File: config.mk
export PLATFORM = sky130hd
export DESIGN_NAME = fetch
export DESIGN_NICKNAME = d
export VERILOG_FILES = /design/src/rtl/fetch.sv
export SDC_FILE = /design/constraint.sdc
export NUM_CORES = 1
export LEC_CHECK = 0
export ABC_AREA = 1
export ABC_CLOCK_PERIOD_IN_PS = 2700
export CAP_MARGIN = 20
export CELL_PAD_IN_SITES_DETAIL_PLACEMENT = 1
export CELL_PAD_IN_SITES_GLOBAL_PLACEMENT = 1
export CORE_ASPECT_RATIO = 0.5
export CORE_MARGIN = 2
export CORE_UTILIZATION = 40
export CTS_BUF_LIST = sky130_fd_sc_hd__clkbuf_4 sky130_fd_sc_hd__clkbuf_8 sky130_fd_sc_hd__clkbuf_16
export DETAILED_ROUTE_END_ITERATION = 8
export PLACE_DENSITY = 0.95
export SKIP_CTS_REPAIR_TIMING = 1
export SYNTH_ARGS = -nofsm -noshare
export SYNTH_HDL_FRONTEND = slang
export SYNTH_SLANG_ARGS = --single-unit
export TNS_END_PERCENT = 30
File: constraint.sdc
create_clock -name clk -period 2.7 [get_ports clk]
set_clock_uncertainty 0.1 [all_clocks]
set_input_delay 0.405 -clock clk [delete_from_list [all_inputs] [get_ports clk]]
set_output_delay 0.405 -clock clk [all_outputs]
set_load 0.02 [all_outputs]
File: src/rtl/fetch.sv
// fetch: instruction-fetch stage with built-in IF/ID register.
//   Owns the PC and a handshaked instruction-memory port. It presents
//   instr_fd/pcinc_fd/pcout_fd/valid_fd to decode and obeys decode's
//   stall, redirect and flush controls.
//   Ports:
//     clk, rst (async active-low)
//     pcwrite_df, write_df         stall controls from decode
//     pcsel_df, pcaddrsel_df       redirect request and target
//     flush_df                     squash IF/ID to NOP_INSTR
//     imem_req, imem_addr          memory request (held until imem_done)
//     imem_rdata, imem_done        memory response (may be same cycle)
//     instr_fd, pcinc_fd, pcout_fd, valid_fd   IF/ID register
//     err_f                        sticky fetch timeout error
//   Optional: define FETCH_TIMEOUT_EN to bound memory waits to TIMEOUT
//   cycles; without it err_f is constant 0.
module fetch #(
    parameter logic [15:0] RESET_PC  = 16'h0000,
    parameter logic [15:0] NOP_INSTR = 16'h0800,
    parameter int          TIMEOUT   = 32
) (
    input  logic        clk,
    input  logic        rst,
    input  logic        pcwrite_df,
    input  logic        write_df,
    input  logic        pcsel_df,
    input  logic [15:0] pcaddrsel_df,
    input  logic        flush_df,
    output logic        imem_req,
    output logic [15:0] imem_addr,
    input  logic [15:0] imem_rdata,
    input  logic        imem_done,
    output logic [15:0] instr_fd,
    output logic [15:0] pcinc_fd,
    output logic [15:0] pcout_fd,
    output logic        valid_fd,
    output logic        err_f
);
    typedef enum logic [2:0] {FETCH, WAIT, HOLD, DRAIN, HALTED} state_t;

    state_t      state;
    logic [15:0] pc, pc_pending, hold_instr, pc_inc;
    logic        rd_halt, hold_halt, timed_out;

    assign pc_inc    = pc + 16'd2;
    assign rd_halt   = imem_rdata[15:11] == 5'b00000;
    assign hold_halt = hold_instr[15:11] == 5'b00000;
    // Gated by rst so an in-flight request is abandoned the instant reset asserts.
    assign imem_req  = rst && (state == FETCH || state == WAIT || state == DRAIN);
    assign imem_addr = pc;

`ifdef FETCH_TIMEOUT_EN
    localparam int CW = $clog2(TIMEOUT + 1);
    localparam logic [CW-1:0] LAST = CW'(TIMEOUT - 1);
    logic [CW-1:0] wait_cnt;

    assign timed_out = (state == WAIT || state == DRAIN) && !imem_done && wait_cnt == LAST;

    always_ff @(posedge clk or negedge rst) begin
        if (!rst) begin
            wait_cnt <= '0;
            err_f    <= 1'b0;
        end else begin
            if (timed_out)
                err_f <= 1'b1;
            wait_cnt <= ((state == WAIT || state == DRAIN) && !imem_done && !timed_out) ? wait_cnt + 1'b1 : '0;
        end
    end
`else
    localparam int unused_timeout = TIMEOUT;
    assign timed_out = 1'b0;
    assign err_f     = 1'b0;
`endif

    always_ff @(posedge clk or negedge rst) begin
        if (!rst) begin
            state      <= FETCH;
            pc         <= RESET_PC;
            pc_pending <= '0;
            hold_instr <= '0;
            instr_fd   <= NOP_INSTR;
            pcinc_fd   <= '0;
            pcout_fd   <= '0;
            valid_fd   <= 1'b0;
        end else begin
            case (state)
                FETCH, WAIT: begin
                    if (imem_done) begin
                        if (pcsel_df) begin
                            pc    <= pcaddrsel_df;
                            state <= FETCH;
                        end else if (!write_df) begin
                            hold_instr <= imem_rdata;
                            state      <= HOLD;
                        end else begin
                            instr_fd <= imem_rdata;
                            pcinc_fd <= pc_inc;
                            pcout_fd <= pc;
                            valid_fd <= 1'b1;
                            if (pcwrite_df)
                                pc <= pc_inc;
                            state <= rd_halt ? HALTED : FETCH;
                        end
                    end else if (pcsel_df) begin
                        // The issued request must complete before the PC may move.
                        pc_pending <= pcaddrsel_df;
                        state      <= DRAIN;
                    end else begin
                        state <= WAIT;
                    end
                end
                HOLD: begin
                    if (pcsel_df) begin
                        pc    <= pcaddrsel_df;
                        state <= FETCH;
                    end else if (write_df) begin
                        instr_fd <= hold_instr;
                        pcinc_fd <= pc_inc;
                        pcout_fd <= pc;
                        valid_fd <= 1'b1;
                        pc       <= pc_inc;
                        state    <= hold_halt ? HALTED : FETCH;
                    end
                end
                DRAIN: begin
                    if (imem_done) begin
                        pc    <= pcsel_df ? pcaddrsel_df : pc_pending;
                        state <= FETCH;
                    end else if (pcsel_df) begin
                        pc_pending <= pcaddrsel_df;
                    end
                end
                HALTED: begin
                    if (pcsel_df) begin
                        pc    <= pcaddrsel_df;
                        state <= FETCH;
                    end
                end
                default: state <= FETCH;
            endcase
            // Flush wins over any load above, including a held-stall release.
            if (flush_df) begin
                instr_fd <= NOP_INSTR;
                pcinc_fd <= '0;
                pcout_fd <= '0;
                valid_fd <= 1'b0;
            end
            if (timed_out)
                state <= HALTED;
        end
    end
endmodule

# ---- Word level (Yosys, flattened, before mapping)
# Index checks and enable logic that the tools add are counted.
dict set report totals {
  regBits 100
  inputBits 39
  out_inout_bits 67
  wordCells 86
}
dict set report op_classes {
  add_sub_neg 1
  eq_ne 15
  n_mux 43
  bitwise 3
  reduce_logical 16
}
# operator count
set ops {}
lappend ops {{16-bit 2-to-1 mux} 23}
lappend ops {{16-bit case mux with 2 select lines} 3}
lappend ops {{16-bit case mux with 4 select lines} 1}
lappend ops {{3-bit 2-to-1 mux} 9}
lappend ops {{3-bit inequality test (second input constant)} 8}
lappend ops {{16-bit by 2-bit adder with 16-bit output (second input constant)} 1}
lappend ops {{3-bit case mux with 4 select lines} 1}
lappend ops {{5-bit logical NOT} 2}
lappend ops {{7-bit AND reduction} 1}
lappend ops {{3-bit by 2-bit equality test with 1-bit output (second input constant)} 2}
lappend ops {{2-bit inequality test (second input constant)} 3}
lappend ops {{6-bit AND reduction} 1}
lappend ops {{1-bit 2-to-1 mux} 4}
lappend ops {{2-bit AND reduction} 2}
lappend ops {{4-bit AND reduction} 1}
lappend ops {{4-bit nonzero test} 1}
lappend ops {{3-bit by 1-bit equality test with 1-bit output (second input constant)} 1}
lappend ops {{3-bit equality test (second input constant)} 1}
lappend ops {{3-bit logical NOT} 1}
lappend ops {{1-bit inverter} 3}
lappend ops {{3-bit AND reduction} 1}
lappend ops {{3-bit nonzero test} 1}
lappend ops {{3-bit OR reduction} 1}
lappend ops {{1-bit logical OR} 2}
lappend ops {{other kinds (4)} 4}

# ---- Depth between registers and ports, before layout
dict set report logic_depth {
  word_depth 6
  ltp_mapped 10
  ltp_nobuf 9
}

# ---- Worst setup path after synthesis
# OpenSTA, ideal clock, no wires.
dict set report synth_path {
  path_type {register to register}
  startpoint {register pc[1] (netlist: imem_addr[1])}
  endpoint {register pc[7] (netlist: imem_addr[7])}
  setup_time_ns 0.117
  arrival_ns 1.424
  required_time_ns 2.483
  setup_slack_ns 1.059
  path_stages_with_launch 8
  path_buffers 0
  synth_period_minus_slack_ns 1.641
  path_cell_list {dfrtp_1 ha_1 nand3_1 nor2_1 xor2_1 nor2_1 nor2_1 nor2_1}
}
dict set report synth_via {
  elab_chain_cells 6
  elab_cells_between_ends 8
  classes_between {add/sub (1); mux (7)}
}
# element line
set synth_rtl {}
lappend synth_rtl {{from (decl)} 41} ;# logic [15:0] pc, pc_pending, hold_instr, pc_inc;
lappend synth_rtl {{from (signal assigned)} 89} ;# pc <= pcaddrsel_df;
lappend synth_rtl {{from (signal assigned)} 100} ;# pc <= pc_inc;
lappend synth_rtl {{from (signal assigned)} 113} ;# pc <= pcaddrsel_df;
lappend synth_rtl {{16-bit by 2-bit adder with 16-bit output *} 44} ;# assign pc_inc = pc + 16'd2;
lappend synth_rtl {{16-bit 2-to-1 mux} 99} ;# if (pcwrite_df)
lappend synth_rtl {{16-bit 2-to-1 mux} 91} ;# end else if (!write_df) begin
lappend synth_rtl {{16-bit 2-to-1 mux} 88} ;# if (pcsel_df) begin
lappend synth_rtl {{16-bit 2-to-1 mux} 87} ;# if (imem_done) begin
lappend synth_rtl {{16-bit case mux with 4 select lines *} 85} ;# case (state)
# Every way passes the cells marked *; elsewhere a longest branch is shown, timed or not. The select of a mux whose other input is x is not followed.
# A chain may end at the register's enable or synchronous reset.

# ---- Worst setup path after layout
dict set report layout_path {
  startpoint {register state[2]}
  endpoint {output imem_req}
}
dict set report layout_via {
  elab_chain_cells 4
  elab_cells_between_ends 6
  classes_between {eq/ne (2); reduce/logical (4)}
}
# element line
set layout_rtl {}
lappend layout_rtl {{from (decl)} 40} ;# state_t state;
lappend layout_rtl {{from (signal assigned)} 101} ;# state <= rd_halt ? HALTED : FETCH;
lappend layout_rtl {{from (signal assigned)} 121} ;# state <= hold_halt ? HALTED : FETCH;
lappend layout_rtl {{3-bit by 1-bit equality test with 1-bit output or 3-bit logical NOT (tied branches)} 48} ;# assign imem_req = rst && (state == FETCH || state == WAIT || state == DRAIN);
lappend layout_rtl {{1-bit logical OR} 48}
lappend layout_rtl {{1-bit logical OR *} 48}
lappend layout_rtl {{1-bit logical AND *} 48}
lappend layout_rtl {{to (decl)} 28} ;# output logic imem_req,
# Every way passes the cells marked *; elsewhere a longest branch is shown, timed or not.

==> flow_summary.yaml <==
cells_and_area:
  final_cell_mix: "193 x nand2_1, 103 x clkdlybuf4s50_1, 98 x dfrtp_1"
  synthToLayoutAreaGrowth_pct: 29.3
  diodes: 0
  nFillCells: 1505
  nNetsFinal: 804
  layout-drive-gt1-share: 0.0741
  final_common_cell: "nand2_1"
drt:
  wl_met3_um: 1310
  wl_per_cell_um: 20.4
  drt-total-wl_um: 19200
  top_layer: "met4"
  vias: 5258
  drt_iter0_drc: 497
  wl_met1_um: 7800
  dr_wl_met2_um: 9340
  drc: 0
  vias_per_cell: 5.60
  first_pass_iters: 5
  antenna_left: 0
synth:
  ys_ff_latch: 99
  yosysTopAreaCellShare: 0.478
  ys_warn_count: 0
  syn_area_um2: 5130
  seq_area_frac_synth: 0.483
  synthTopCellsByArea: "dfrtp_1 48%, nand2_1 14%, nand3_1 8.4%, o21ai_0 6.6%, nor2_1 4.5%"
  synth_top_cell_by_area: "dfrtp_1"
  synth.avg_cell_area_um2: 7.62
  synth_cell_type_count: 32
  synth_nets: 713
  synthCells: 673
status:
  outcome: "complete, no violations"
clock_tree:
  root_buffer: "clkbuf_16"
  clockBufferDepth: 2
  h-tree-depth: 3
  cts.sinks: 99
  cts_tree: "done"
  clk_pin_slew_ps: 70
  numCtsBuffers: 9
  clk_latency_ps: 360
die:
  dieWidth_um: 164
  coreArea_um2: 12600
  die_y_um: 84.1
  fp-row-count: 29
  ios: 106
  die_area_um2: 13800
  initial_core_util: 0.407
global_routing:
  antenna_found_initial: 0
  grt_pass1_vias: 5732
  track_usage: 0.289
  grt_max_degree: 100
  grt_first_pass_wirelength_um: 30500
  overflow: 0
critical_path:
  start_kind: "flip-flop"
  crit_fanout: 9
  timing.rr.start: "state[2]$_DFFE_PN0P_"
  worstPathRequired_ps: 2190
  crit_type: "reg -> out"
  critPathArrivalTime_ps: 1910
  crit_start: "state[2]$_DFFE_PN0P_"
  cp-end-kind: "output pin"
place:
  place_congestion: 0.817
  portBuffers: 104
  dp_hpwl_um: 12300
timing:
  finalCriticalPeriod_ps: 2410
  fin_tns_setup_ps: 0
  tightest_slew_ps: 605
  slew_viol_final: 0
  maxSlewHeadroom: 0.595
  finalSetupViolCount: 0
  max_freq_ghz: 0.415
  rsz0062_at_grt: "no"
  hold_viol: 0
  fin_crit_sh: 0.893
hold_path:
  hp-class: "in -> async"
pwr:
  design_power_total_mw: 6.21
  power_leakage_nw: 3.20
  p_per_area_nw_per_um2: 936
  irDropWorstVdd_mv: 0.429
run:
  max_cap_violations: 0
==> metal layers <==
| layer | vias up | GRT usage |
|---|---|---|
| met1 | 2618 | 0.350 |
| met4 | 0 | 0.132 |
| li1 | 2340 | - |
| met3 | 70 | 0.0750 |
| met5 | - | 0 |
| met2 | 230 | 0.485 |
==> Yosys cell counts <==
library cell	number
xnor2_1	1
a21oi_2	5
nand2_1	193
nand4_1	4
nand3_1	86
o21a_1	6
conb_1	1
nor3_1	5
dfstp_2	1
o211ai_1	4
o21ai_0	68
a21oi_1	15
buf_1	2
inv_1	53
clkbuf_1	12
inv_2	6
ha_1	1
xor2_1	4
nor2_1	62
buf_2	8
nand2_4	1
buf_6	4
nand2_2	4
nor2_4	3
and3_1	1
o21ai_1	6
buf_4	9
nand3_2	2
dfrtp_1	98
nor2_8	1
nor2_2	6
a31oi_1	1
==> flip-flops by register name (all words and copies together) (netlist names) <==
signal	cells
hold_instr	16
state	3
valid_fd	1
imem_addr	16
pc_pending	16
instr_fd	16
pcout_fd	16
pcinc_fd	15
==> area by class of cell <==
class                           instances  area [um^2]  share of cell area
Sequential cell                        99         2480               0.374
Multi-Input combinational cell        480         2220               0.335
Timing Repair Buffer                  115         1130               0.171
Clock buffer                           12          267              0.0402
Inverter                               59          221              0.0334
Tap cell                              170          213              0.0321
Clock inverter                          4         95.1              0.0143
==> final timing paths <==
kind	end	slack, ps	cells past startpoint
max	imem_req	290	3
min	pc_pending[6]$_DFFE_PN0P_	20	2
max reg2reg	pcout_fd[14]$_DFFE_PN0P_	490	6
min reg2reg	valid_fd$_DFFE_PN0P_	400	2
max in group asynchronous	instr_fd[10]$_DFFE_PN0P_	2030	2
min in group clk	valid_fd$_DFFE_PN0P_	400	2
==> worst max-delay path, stage by stage, from the launching register on <==
cell and delay, ps:
dfrtp_1 700, inv_2 120, and3_1 190, clkdlybuf4s50_1 530
==> per-stage QoR <==
step | instance area [um^2] | utilization | cells | setup slack (ps) | hold WS [ps]
finish | 6630 | 0.527 | 939 | 288 | 21.3
global route | 6630 | 0.527 | 939 | 267 | 76.6
CTS | 6630 | 0.527 | 939 | 314 | 78.1
detailed placement | 6270 | 0.498 | 923 | 335 | 381
global placement | 6270 | 0.498 | 923 | 471 | 367
floorplan | 5130 | - | 673 | 1060 | 9.41
==> kinds of logic after synthesis <==
family,after synthesis,share of synthesized area
other,1,0.000731
buffers and inverters,94,0.0832
AND/OR/NAND/NOR,368,0.310
AO/OA/AOI/OAI,105,0.111
XOR/XNOR,5,0.00854
flip-flops,99,0.483
adder cells (fa/ha/maj),1,0.00244
==> where the power goes <==
group | switching (mW) | total (mW) | internal, mW
Clock | 0.595 | 1.58 | 0.981
Combinational | 1.51 | 2.34 | 0.833
Sequential | 0.405 | 2.29 | 1.89
Total | 2.51 | 6.21 | 3.70
Note: power is estimated with default switching activity, not from simulation.
